### src/rtl/pt_frame_sequencer.sv
// Frame sequencer for the projective transform: one pass per captured frame.
// Latches corners, answers pixel requests from the double-buffered memory.
//
// Ports:
//   clk, reset         : clock, synchronous active-high reset
//   frame_start        : pulse, new source frame captured
//   corners_valid      : pulse, new corner set on in_*_x / in_*_y
//   pt_enable_in       : transform enable, sampled when a pass starts
//   request_pixel      : transform ready for its next source pixel
//   pt_wr              : transform write strobe (counted into wr_count)
//   mem_rd_req/addr    : single read request, address {bank, offset}
//   mem_rd_valid/data  : read return, latency of one cycle or more
//   frame_flag         : start pulse to the transform
//   corners_flag       : corners-updated pulse to the transform
//   a_x..d_y           : corners applied for the current pass
//   ptflag             : transform enable for the current pass
//   pixel/pixel_flag   : source pixel and its one-cycle valid
//   src_bank           : bank being read
//   busy               : sequencer not idle
//   frame_done         : pulse at the end of a pass
//   overrun            : sticky, frame_start arrived while busy
//   wr_count           : saturating pt_wr count for the current/last pass
module pt_frame_sequencer #(
   parameter int H_PIXELS     = 640,
   parameter int V_PIXELS     = 480,
   parameter int ADDR_W       = 19,
   parameter int DRAIN_CYCLES = 16
) (
   input  logic              clk,
   input  logic              reset,
   input  logic              frame_start,
   input  logic              corners_valid,
   input  logic [9:0]        in_a_x,
   input  logic [9:0]        in_b_x,
   input  logic [9:0]        in_c_x,
   input  logic [9:0]        in_d_x,
   input  logic [8:0]        in_a_y,
   input  logic [8:0]        in_b_y,
   input  logic [8:0]        in_c_y,
   input  logic [8:0]        in_d_y,
   input  logic              pt_enable_in,
   input  logic              request_pixel,
   input  logic              pt_wr,
   output logic              mem_rd_req,
   output logic [ADDR_W:0]   mem_rd_addr,
   input  logic              mem_rd_valid,
   input  logic [17:0]       mem_rd_data,
   output logic              frame_flag,
   output logic              corners_flag,
   output logic [9:0]        a_x,
   output logic [9:0]        b_x,
   output logic [9:0]        c_x,
   output logic [9:0]        d_x,
   output logic [8:0]        a_y,
   output logic [8:0]        b_y,
   output logic [8:0]        c_y,
   output logic [8:0]        d_y,
   output logic              ptflag,
   output logic [17:0]       pixel,
   output logic              pixel_flag,
   output logic              src_bank,
   output logic              busy,
   output logic              frame_done,
   output logic              overrun,
   output logic [18:0]       wr_count
);

   localparam int CNT_W = ADDR_W + 1;
   localparam int DRN_W = (DRAIN_CYCLES > 1) ? $clog2(DRAIN_CYCLES) : 1;
   localparam logic [CNT_W-1:0] NPIX     = CNT_W'(H_PIXELS * V_PIXELS);
   localparam logic [DRN_W-1:0] DRN_LAST = DRN_W'(DRAIN_CYCLES - 1);

   typedef enum logic [2:0] {
      S_IDLE,
      S_START,
      S_FETCH,
      S_WAIT,
      S_DRAIN,
      S_DONE
   } state_t;

   state_t            state_q, state_d;
   logic [75:0]       shadow_q, shadow_d;
   logic [75:0]       corners_q, corners_d;
   logic [CNT_W-1:0]  cnt_q, cnt_d;
   logic [CNT_W-1:0]  cnt_inc;
   logic [DRN_W-1:0]  drn_q, drn_d;
   logic              rd_req_q, rd_req_d;
   logic [ADDR_W:0]   rd_addr_q, rd_addr_d;
   logic              frame_flag_q, frame_flag_d;
   logic              corners_flag_q, corners_flag_d;
   logic              ptflag_q, ptflag_d;
   logic [17:0]       pixel_q, pixel_d;
   logic              pixel_flag_q, pixel_flag_d;
   logic              bank_q, bank_d;
   logic              busy_q, busy_d;
   logic              done_q, done_d;
   logic              overrun_q, overrun_d;
   logic [18:0]       wr_count_q, wr_count_d;

   assign cnt_inc = cnt_q + CNT_W'(1);

   always_comb begin
      state_d        = state_q;
      cnt_d          = cnt_q;
      drn_d          = drn_q;
      rd_req_d       = 1'b0;
      rd_addr_d      = rd_addr_q;
      frame_flag_d   = 1'b0;
      corners_flag_d = 1'b0;
      corners_d      = corners_q;
      ptflag_d       = ptflag_q;
      pixel_d        = pixel_q;
      pixel_flag_d   = 1'b0;
      bank_d         = bank_q;
      done_d         = 1'b0;

      // Shadow follows corners_valid in every state, so a set arriving
      // in the START cycle is the one applied.
      shadow_d = shadow_q;
      if (corners_valid) begin
         shadow_d = {in_a_x, in_b_x, in_c_x, in_d_x,
                     in_a_y, in_b_y, in_c_y, in_d_y};
      end

      overrun_d = overrun_q | (frame_start & (state_q != S_IDLE));

      wr_count_d = wr_count_q;
      if (pt_wr && (state_q != S_IDLE) && (wr_count_q != '1)) begin
         wr_count_d = wr_count_q + 19'd1;
      end

      unique case (state_q)
         S_IDLE: begin
            if (frame_start) state_d = S_START;
         end
         S_START: begin
            frame_flag_d   = 1'b1;
            corners_flag_d = 1'b1;
            corners_d      = shadow_d;
            ptflag_d       = pt_enable_in;
            cnt_d          = '0;
            wr_count_d     = '0;
            state_d        = S_FETCH;
         end
         S_FETCH: begin
            if (request_pixel && (cnt_q < NPIX)) begin
               rd_req_d  = 1'b1;
               rd_addr_d = {bank_q, cnt_q[ADDR_W-1:0]};
               state_d   = S_WAIT;
            end
         end
         S_WAIT: begin
            if (mem_rd_valid) begin
               pixel_d      = mem_rd_data;
               pixel_flag_d = 1'b1;
               cnt_d        = cnt_inc;
               drn_d        = '0;
               state_d      = (cnt_inc == NPIX) ? S_DRAIN : S_FETCH;
            end
         end
         S_DRAIN: begin
            if (drn_q == DRN_LAST) begin
               done_d  = 1'b1;
               bank_d  = ~bank_q;
               state_d = S_DONE;
            end else begin
               drn_d = drn_q + DRN_W'(1);
            end
         end
         S_DONE: begin
            state_d = S_IDLE;
         end
         default: begin
            state_d = S_IDLE;
         end
      endcase

      busy_d = (state_d != S_IDLE);
   end

   always_ff @(posedge clk) begin
      if (reset) begin
         state_q        <= S_IDLE;
         shadow_q       <= '0;
         corners_q      <= '0;
         cnt_q          <= '0;
         drn_q          <= '0;
         rd_req_q       <= 1'b0;
         rd_addr_q      <= '0;
         frame_flag_q   <= 1'b0;
         corners_flag_q <= 1'b0;
         ptflag_q       <= 1'b0;
         pixel_q        <= '0;
         pixel_flag_q   <= 1'b0;
         bank_q         <= 1'b0;
         busy_q         <= 1'b0;
         done_q         <= 1'b0;
         overrun_q      <= 1'b0;
         wr_count_q     <= '0;
      end else begin
         state_q        <= state_d;
         shadow_q       <= shadow_d;
         corners_q      <= corners_d;
         cnt_q          <= cnt_d;
         drn_q          <= drn_d;
         rd_req_q       <= rd_req_d;
         rd_addr_q      <= rd_addr_d;
         frame_flag_q   <= frame_flag_d;
         corners_flag_q <= corners_flag_d;
         ptflag_q       <= ptflag_d;
         pixel_q        <= pixel_d;
         pixel_flag_q   <= pixel_flag_d;
         bank_q         <= bank_d;
         busy_q         <= busy_d;
         done_q         <= done_d;
         overrun_q      <= overrun_d;
         wr_count_q     <= wr_count_d;
      end
   end

   assign mem_rd_req   = rd_req_q;
   assign mem_rd_addr  = rd_addr_q;
   assign frame_flag   = frame_flag_q;
   assign corners_flag = corners_flag_q;
   assign {a_x, b_x, c_x, d_x, a_y, b_y, c_y, d_y} = corners_q;
   assign ptflag       = ptflag_q;
   assign pixel        = pixel_q;
   assign pixel_flag   = pixel_flag_q;
   assign src_bank     = bank_q;
   assign busy         = busy_q;
   assign frame_done   = done_q;
   assign overrun      = overrun_q;
   assign wr_count     = wr_count_q;

endmodule

### config.mk
export PLATFORM = sky130hd
export DESIGN_NAME = pt_frame_sequencer
export DESIGN_NICKNAME = d
export VERILOG_FILES = /design/src/rtl/pt_frame_sequencer.sv
export SDC_FILE = /design/constraint.sdc
export NUM_CORES = 1
export LEC_CHECK = 0
export CAP_MARGIN = 20
export CORE_AREA = 3 3 141 143
export CTS_CLUSTER_SIZE = 10
export DETAILED_ROUTE_END_ITERATION = 16
export DIE_AREA = 0 0 144 146
export PLACE_DENSITY = 0.79
export SETUP_SLACK_MARGIN = 0.15
export SYNTH_ARGS = -nofsm -noshare
export SYNTH_HDL_FRONTEND = slang
export SYNTH_SLANG_ARGS = --single-unit
### constraint.sdc
create_clock -name clk -period 2.4 [get_ports clk]
set_input_delay 0.48 -clock clk [delete_from_list [all_inputs] [get_ports clk]]
set_output_delay 0.48 -clock clk [all_outputs]
set_load 0.01 [all_outputs]
==> results of run 1 <==
==> worst max path at each step <==
stage	startpoint	to	slack, ns	depth (start not counted)
finish	wr_count[3]$_SDFFE_PP0P_	wr_count[9]$_SDFFE_PP0P_	0.27	7
global route	wr_count[6]$_SDFFE_PP0P_	wr_count[11]$_SDFFE_PP0P_	0.16	7
CTS	cnt_q[0]$_SDFFE_PP0P_	busy$_SDFF_PP0_	0.19	7
detailed placement	mem_rd_valid	cnt_q[6]$_SDFFE_PP0P_	0.05	6
global placement	mem_rd_valid	cnt_q[18]$_SDFFE_PP0P_	0.1	6
floorplan	wr_count[3]$_SDFFE_PP0P_	wr_count[7]$_SDFFE_PP0P_	0.17	8
==> cells in the final DEF, fill, tap and decap left out, types with 5 or more instances in the layout <==
master | netlist | layout
a21oi_1 | 40 | 39
a31oi_1 | 5 | 5
buf_4 | 1 | 22
clkbuf_16 | 0 | 29
clkdlybuf4s50_1 | 0 | 241
dfxtp_1 | 244 | 241
inv_1 | 9 | 9
mux2i_1 | 97 | 97
nand2_1 | 138 | 138
nand2b_1 | 5 | 5
nand3_1 | 20 | 20
nand4_1 | 11 | 11
nor2_1 | 137 | 136
nor3_1 | 12 | 12
nor4_1 | 10 | 10
o21ai_0 | 109 | 108
o31ai_1 | 5 | 5
or2_2 | 5 | 5
xnor2_1 | 16 | 16
==> metal layers <==
layer  wire [um]  share of wire [%]  global-route usage [%]
met1        9630                 43                    25.7
met4         820                3.6                    8.24
met3        1540                6.8                    5.52
met5           0                  0                       0
met2       10500                 47                    34.1
==> synthesized netlist by cell type (2+ instances only) <==
library cell / instances
or2_2: 5
nand3_1: 20
nor4_1: 10
o31ai_1: 5
or3_2: 2
a22o_1: 2
a21o_1: 2
a21oi_1: 40
and4_1: 5
mux2i_1: 97
nand2b_1: 5
dfxtp_1: 244
nand2_1: 138
xor2_1: 4
nor2b_1: 2
and2_0: 2
and3_1: 4
a31oi_1: 5
a31o_2: 2
buf_6: 2
o21ai_0: 109
o21a_1: 2
nor2_1: 137
nor3_1: 12
a211oi_1: 3
xnor2_1: 16
nand4_1: 11
clkbuf_1: 48
inv_1: 9
buf_1: 9
or3_1: 5
buf_2: 3
ha_1: 4
and2_1: 3
==> power by group through the flow <==
stage                     registers (uW)  clock network (uW)  logic (uW)
after global routing                4290                3960         887
after global placement              4350                   0         802
final                               4270                3690         814
after detailed placement            4360                   0         813
after floorplan                     4380                   0         345
after CTS                           4270                3780         819
==> critical path, stage by stage (launching register included) <==
cell     delay [ns]
dfxtp_2        0.38
nand4_1        0.17
or4_4          0.47
o41ai_4        0.50
buf_6          0.19
nor3_1         0.07
xnor2_1        0.17
nor2_1         0.05
==> cell type report <==
| class | instances | share of cell area, % |
|---|---|---|
| multi-input combinational | 661 | 30.3 |
| timing repair buffer | 268 | 21.5 |
| clock buffer | 31 | 5.91 |
| tap | 234 | 2.36 |
| sequential | 244 | 39.4 |
| inverter | 10 | 0.302 |
| clock inverter | 1 | 0.242 |
==> cells by family after synthesis <==
| group | after synthesis | share of synthesized area (%) |
|---|---|---|
| buffers and inverters | 74 | 3.38 |
| adder cells (fa/ha/maj) | 4 | 0.561 |
| XOR/XNOR | 20 | 1.96 |
| multiplexers | 97 | 10.9 |
| flip-flops | 244 | 54.7 |
| AO/OA/AOI/OAI | 176 | 10.9 |
| AND/OR/NAND/NOR | 364 | 17.6 |
==> sequential cells by signal, summed over array words and instances (netlist names) <==
name          flops
corners_q        76
shadow_q         76
cnt_q            20
mem_rd_addr      20
wr_count         19
pixel            18
drn_q             4
state_q           3
busy              1
corners_flag      1
frame_done        1
mem_rd_req        1
overrun           1
pixel_flag        1
ptflag            1
src_bank          1
==> through the flow <==
step	hold WS, ns	util [%]	total power (uW)	instance area (um^2)
global route	0.301	66.4	9140	12400
floorplan	0.450	-	4730	8930
CTS	0.294	66.2	8870	12400
global placement	0.433	62.1	5150	11600
finish	0.317	66.4	8780	12400
detailed placement	0.442	62.1	5170	11600
==> timing repair <==
item                       in CTS  in global routing
pin swaps                       1                  4
gates cloned                    0                  0
setup buffers                   0                  1
setup endpoints to repair       9                 16
resized for setup               0                  9
==> results by group, run 1 <==
Run status
  – Status: finished, final reports clean

Yosys
  – #FFs+latches synth: around 240
  – Syn avg cell area: 9.12 um^2
  – Post-synth EDFFs: 0
  – Synth top area cells: dfxtp_1 55%, mux2i_1 11%, o21ai_0 6.1%, nand2_1 5.8%, nor2_1 5.8%
  – Post-synth top area share: 54.7%
  – Sequential element share of the synthesized area: between 50 and 60%
  – Post-synth cell types: 46
  – Top_reg_cell synth: dfxtp_1
  – Synth Warn #: 0
  – Mapped cell area: 0.00893 mm^2
  – Synth Instances: between 900 and 1k
  – Ys async rst share: 0%
  – Synth area leader: dfxtp_1
  – Syn Nets: approximately 1.1k

GRT
  – Congestion Overflow GR: 0
  – Largest net degree at the start of global routing: 77
  – Vias in the first global route: about 7.4k
  – Total track usage: 20.7%
  – Initial antenna violation count: 0
  – First-pass GRT wire length: 36.5 mm

Floorplan
  – Initial core utilization: 47.7%
  – Die Y: 146 um
  – Row cnt: 50
  – I/O Pins: 244
  – Die Area: about 0.021 mm^2
  – Die W: 144 um
  – Core ar.: 0.0187 mm^2

Placed design
  – Placed insts: 1,415
  – Detailed-placement wirelength estimate: between 15 and 20 mm
  – Final GP Congestion: between 0.8 and 0.9
  – DP Worst Slack: 0.0530 ns
  – Port bufs: about 240

Final layout
  – Register Area: ~0.0049 mm^2
  – Area grow syn2layout: 39.1%
  – Layout cells sized above 1: 6.50%
  – Fillers: 1,519
  – Final non-filler cell total: between 1k and 1.5k
  – Number of inserted diodes: 0
  – Area of the multi-input gates: 0.00376 mm^2
  – Post-layout net count: 1,319

Critical path
  – R2R Setup Slk: 0.27 ns
  – Critical Path Fanout Max: 9
  – Critical path launch point type: flop
  – Critical Path AT: 2.53 ns
  – Worst reg2reg startpoint: wr_count[3]$_SDFFE_PP0P_
  – Crit path required time: approximately 2.8 ns
  – Worst setup EP type: flop
  – Worst R2R Path Depth: 7
  – Reg2Reg Capture Point: wr_count[9]$_SDFFE_PP0P_
  – CP Class: reg2reg

STA
  – Tcrit/Tclk final: between 80% and 90%
  – Max-slew violations: 0
  – Worst-Margin Slew: between 0.8 and 0.9 ns
  – RSZ-0062 raised after global routing: no
  – Final Critical Period: 2.13 ns
  – Setup slack after layout: approximately 0.27 ns
  – Final hold viol count: 0
  – Rel. slew slack: 41.6%
  – Clk_skew: 0.0104 ns
  – Setup violators final: 0
  – Post-route setup TNS: 0 ns
  – Max Fclk: 469 MHz

Drt
  – Detailed-route vias per instance: 5.24
  – Routed wire length: approximately 23 mm
  – DR DRC count: 0
  – Initial detailed-routing violation count: between 300 and 400
  – Via count of the routed design: 7,598
  – Final ANT Viol Nets: 0
  – First-pass DRT Iterations: 6
  – Per-cell routed wire length: 15.5 um

Power and ir drop
  – Sw power: 1920 uW
  – Sequential share of power: 48.7%
  – Combinational Power Share: 9.3%
  – Power share of the clock group: 42.0%
  – Design internal power: 6860 uW
  – Leak Pwr: 0.00470 uW
  – VDD IR-drop max: 523 uV
  – PD cells: between 700 and 800 mW/mm^2
  – Switching Share: between 20 and 25%

Clocking
  – Clk root buf: clkbuf_16
  – Clock sinks: 244
  – Cts hold-fix bufs: 0
  – # H-tree levels: 1
  – TritonCTS clock tree: yes
  – Worst-path clk slew: 0.05 ns
  – CTS Buf Count: 28
  – Clock Tree Buf Depth: 3
  – Worst skew pair latency: 0.52 ns

Min path
  – Worst hold start: reset
  – Hold EP: shadow_q[69]$_SDFF_PP0_
  – Hold Crit Class: in2reg
  – Cell count of the worst hold path: 2

Flow run
  – Max Cap Viol: 0
(Power assumes the default switching activity.)
==> run 2, diff against run 1 <==
--- a/config.mk
+++ b/config.mk
@@ -6,11 +6,11 @@
 export NUM_CORES = 1
 export LEC_CHECK = 0
 export CAP_MARGIN = 20
-export CORE_AREA = 3 3 141 143
+export CORE_AREA = 3 3 136 138
 export CTS_CLUSTER_SIZE = 10
 export DETAILED_ROUTE_END_ITERATION = 16
-export DIE_AREA = 0 0 144 146
-export PLACE_DENSITY = 0.79
+export DIE_AREA = 0 0 139 141
+export PLACE_DENSITY = 0.84
 export SETUP_SLACK_MARGIN = 0.15
 export SYNTH_ARGS = -nofsm -noshare
 export SYNTH_HDL_FRONTEND = slang
==> constraint.sdc (replaced) <==
create_clock -name clk -period 2.66 [get_ports clk]
set_input_delay 0.532 -clock clk [delete_from_list [all_inputs] [get_ports clk]]
set_output_delay 0.532 -clock clk [all_outputs]
set_load 0.01 [all_outputs]
==> run 2 against run 1 <==
Sequential share of layout area up 0.21 points. Power down 9.8%. Sequential cell count unchanged. Die area down 6.8%. Clock power down 10%. Setup slack better by 0.16 ns. Final cell count down 0.90%. Routed wire length up 4.1%. Critical path type unchanged. Fmax down 4.3%. Clock-buffer cell count up 3. Worst hold slack worse by 0.056 ns. Register-to-register slack better by 0.16 ns.
==> results by group, run 2 (same netlist as run 1, synthesis figures left out) <==
Run status
  – Status: finished, final reports clean

STA
  – RSZ-0062 raised after global routing: no
  – Clk_skew: between 0.01 and 0.015 ns
  – Setup slack after layout: 0.432 ns
  – Final Critical Period: 2.23 ns
  – Setup violators final: 0
  – Post-route setup TNS: 0 ns
  – Max Fclk: 449 MHz
  – Final hold viol count: 0
  – Max-slew violations: 0
  – Rel. slew slack: a little under three fifths
  – Tcrit/Tclk final: 83.8%
  – Worst-Margin Slew: 0.645 ns

Critical path
  – Critical Path AT: around 2.7 ns
  – Worst reg2reg startpoint: wr_count[4]$_SDFFE_PP0P_
  – R2R Setup Slk: 0.43 ns
  – Worst R2R Path Depth: 5
  – Crit path required time: 3.11 ns
  – Worst Setup EP: wr_count[18]$_SDFFE_PP0P_
  – Critical path launch point type: flop
  – Crit-path cells: nand4_1 > or4_1 > buf_4 > or4_2 > a21oi_1
  – Crit path from: wr_count[4]$_SDFFE_PP0P_
  – Reg2Reg Capture Point: wr_count[18]$_SDFFE_PP0P_
  – Slowest library cell on the worst path: or4_2
  – Crit-path max cell delay: approximately 0.68 ns
  – CP Class: reg2reg
  – Critical Path Fanout Max: 8
  – Worst setup EP type: flop

GRT
  – Vias in the first global route: 7,382
  – Largest net degree at the start of global routing: 68
  – Congestion Overflow GR: 0
  – Initial antenna violation count: 0
  – First-pass GRT wire length: approximately 38 mm
  – Total track usage: 22.8%

Clocking
  – Clock sinks: 244
  – Worst-path clk slew: ~0.06 ns
  – Clock Tree Buf Depth: 3
  – TritonCTS clock tree: yes
  – CTS Buf Count: 29
  – Clk root buf: clkbuf_16
  – Worst skew pair latency: about 0.52 ns
  – # H-tree levels: 1

Final layout
  – Area grow syn2layout: 38.3%
  – Final instance area: 0.0123 mm^2
  – Number of inserted diodes: 0
  – Layout cells sized above 1: 5.78%
  – Commonest cells after routing, fill and taps aside: 242 x dfxtp_1, 241 x clkdlybuf4s50_1, 138 x nand2_1, 136 x nor2_1, 109 x o21ai_0
  – Biggest regs: corners_q: 76 flops, shadow_q: 76 flops
  – Fillers: approximately 1.3k
  – Final non-filler cell total: 1,436
  – Most common cell after layout, fill and taps aside: dfxtp_1
  – Post-layout net count: 1,312

Placed design
  – Detailed-placement wirelength estimate: 15.8 mm
  – Placed insts: 1,396
  – Port bufs: between 200 and 250
  – Final GP Congestion: 0.884
  – DP Worst Slack: 0.185 ns
  – Area after DPL: roughly 0.012 mm^2

Drt
  – Routed wire length: 23.4 mm
  – Initial detailed-routing violation count: 418
  – DR DRC count: 0
  – First-pass DRT Iterations: 5
  – Final ANT Viol Nets: 0
  – Detailed-route vias per instance: 5.31
  – Via count of the routed design: 7,631
  – Per-cell routed wire length: ~16 um

Power and ir drop
  – Leak Pwr: roughly 0.0047 uW
  – Pwr Total: 7910 uW
  – VDD IR-drop max: 555 uV
  – PD cells: 641 mW/mm^2

Floorplan
  – Core ar.: 0.0173 mm^2
  – I/O Pins: ~240
  – Die Area: 0.0196 mm^2
  – Die W: 139 um
  – Die Y: 141 um
  – Initial core utilization: 51.6%
  – Row cnt: 48

Flow run
  – Max Cap Viol: 0

Min path
  – Hold Crit Class: in2reg
-- run 2: worst max-delay path: cells and delay by family (launching register included) --
family / cells / cell delay (ns)
AOI/OAI and AO/OA: 1 / 0.16
buffers and inverters: 1 / 0.20
DFF: 1 / 0.43
and+or+nand+nor: 3 / 1.37
-- run 2: worst min-delay path by stage --
stage,startpoint,end,slack [ns],cells after the start
floorplan,shadow_q[10]$_SDFF_PP0_,shadow_q[10]$_SDFF_PP0_,0.45,2
global placement,corners_q[0]$_SDFFE_PP0P_,corners_q[0]$_SDFFE_PP0P_,0.43,2
detailed placement,corners_q[5]$_SDFFE_PP0P_,corners_q[5]$_SDFFE_PP0P_,0.44,2
CTS,reset,state_q[2]$_SDFF_PP0_,0.24,2
global route,reset,state_q[2]$_SDFF_PP0_,0.26,2
finish,reset,state_q[2]$_SDFF_PP0_,0.26,2
-- run 2: area by class of cell --
class                           instances  area, um^2  share of cell area [%]
Clock buffer                           34         754                    6.11
Timing Repair Buffer                  260        2610                    21.1
Multi-Input combinational cell        661        3760                    30.5
Inverter                               10        37.5                   0.304
Sequential cell                       244        4890                    39.6
Clock inverter                          2        13.8                   0.111
Tap cell                              225         282                    2.28
-- run 2: per-stage QoR --
| step | hold WS, ns | util [%] |
|---|---|---|
| finish | 0.261 | 71.4 |
| detailed placement | 0.441 | 66.7 |
| CTS | 0.236 | 71.1 |
| floorplan | 0.450 | - |
| global placement | 0.432 | 66.7 |
| global route | 0.255 | 71.4 |
-- run 2: routing by layer --
layer  vias to the layer above  track usage, %  wire (um)
li1                       3770               -          -
met1                      3539            28.0       9620
met2                       262            38.0      11000
met3                        60            6.58       1870
met4                         0            9.32        950
met5                         -               0          0
-- run 2: where the power goes --
group / switching (uW) / leakage [uW] / internal [uW]
Sequential: 59.8 / 0.00199 / 3800
Clock: 1360 / 0.000378 / 1960
Combinational: 353 / 0.00230 / 384
-- run 2: timing repair --
item / in CTS / in global routing
endpoints found under the setup margin: 0 / 13
buffers inserted: 0 / 3
hold buffers: 0 / 0
gates resized for setup: 0 / 4
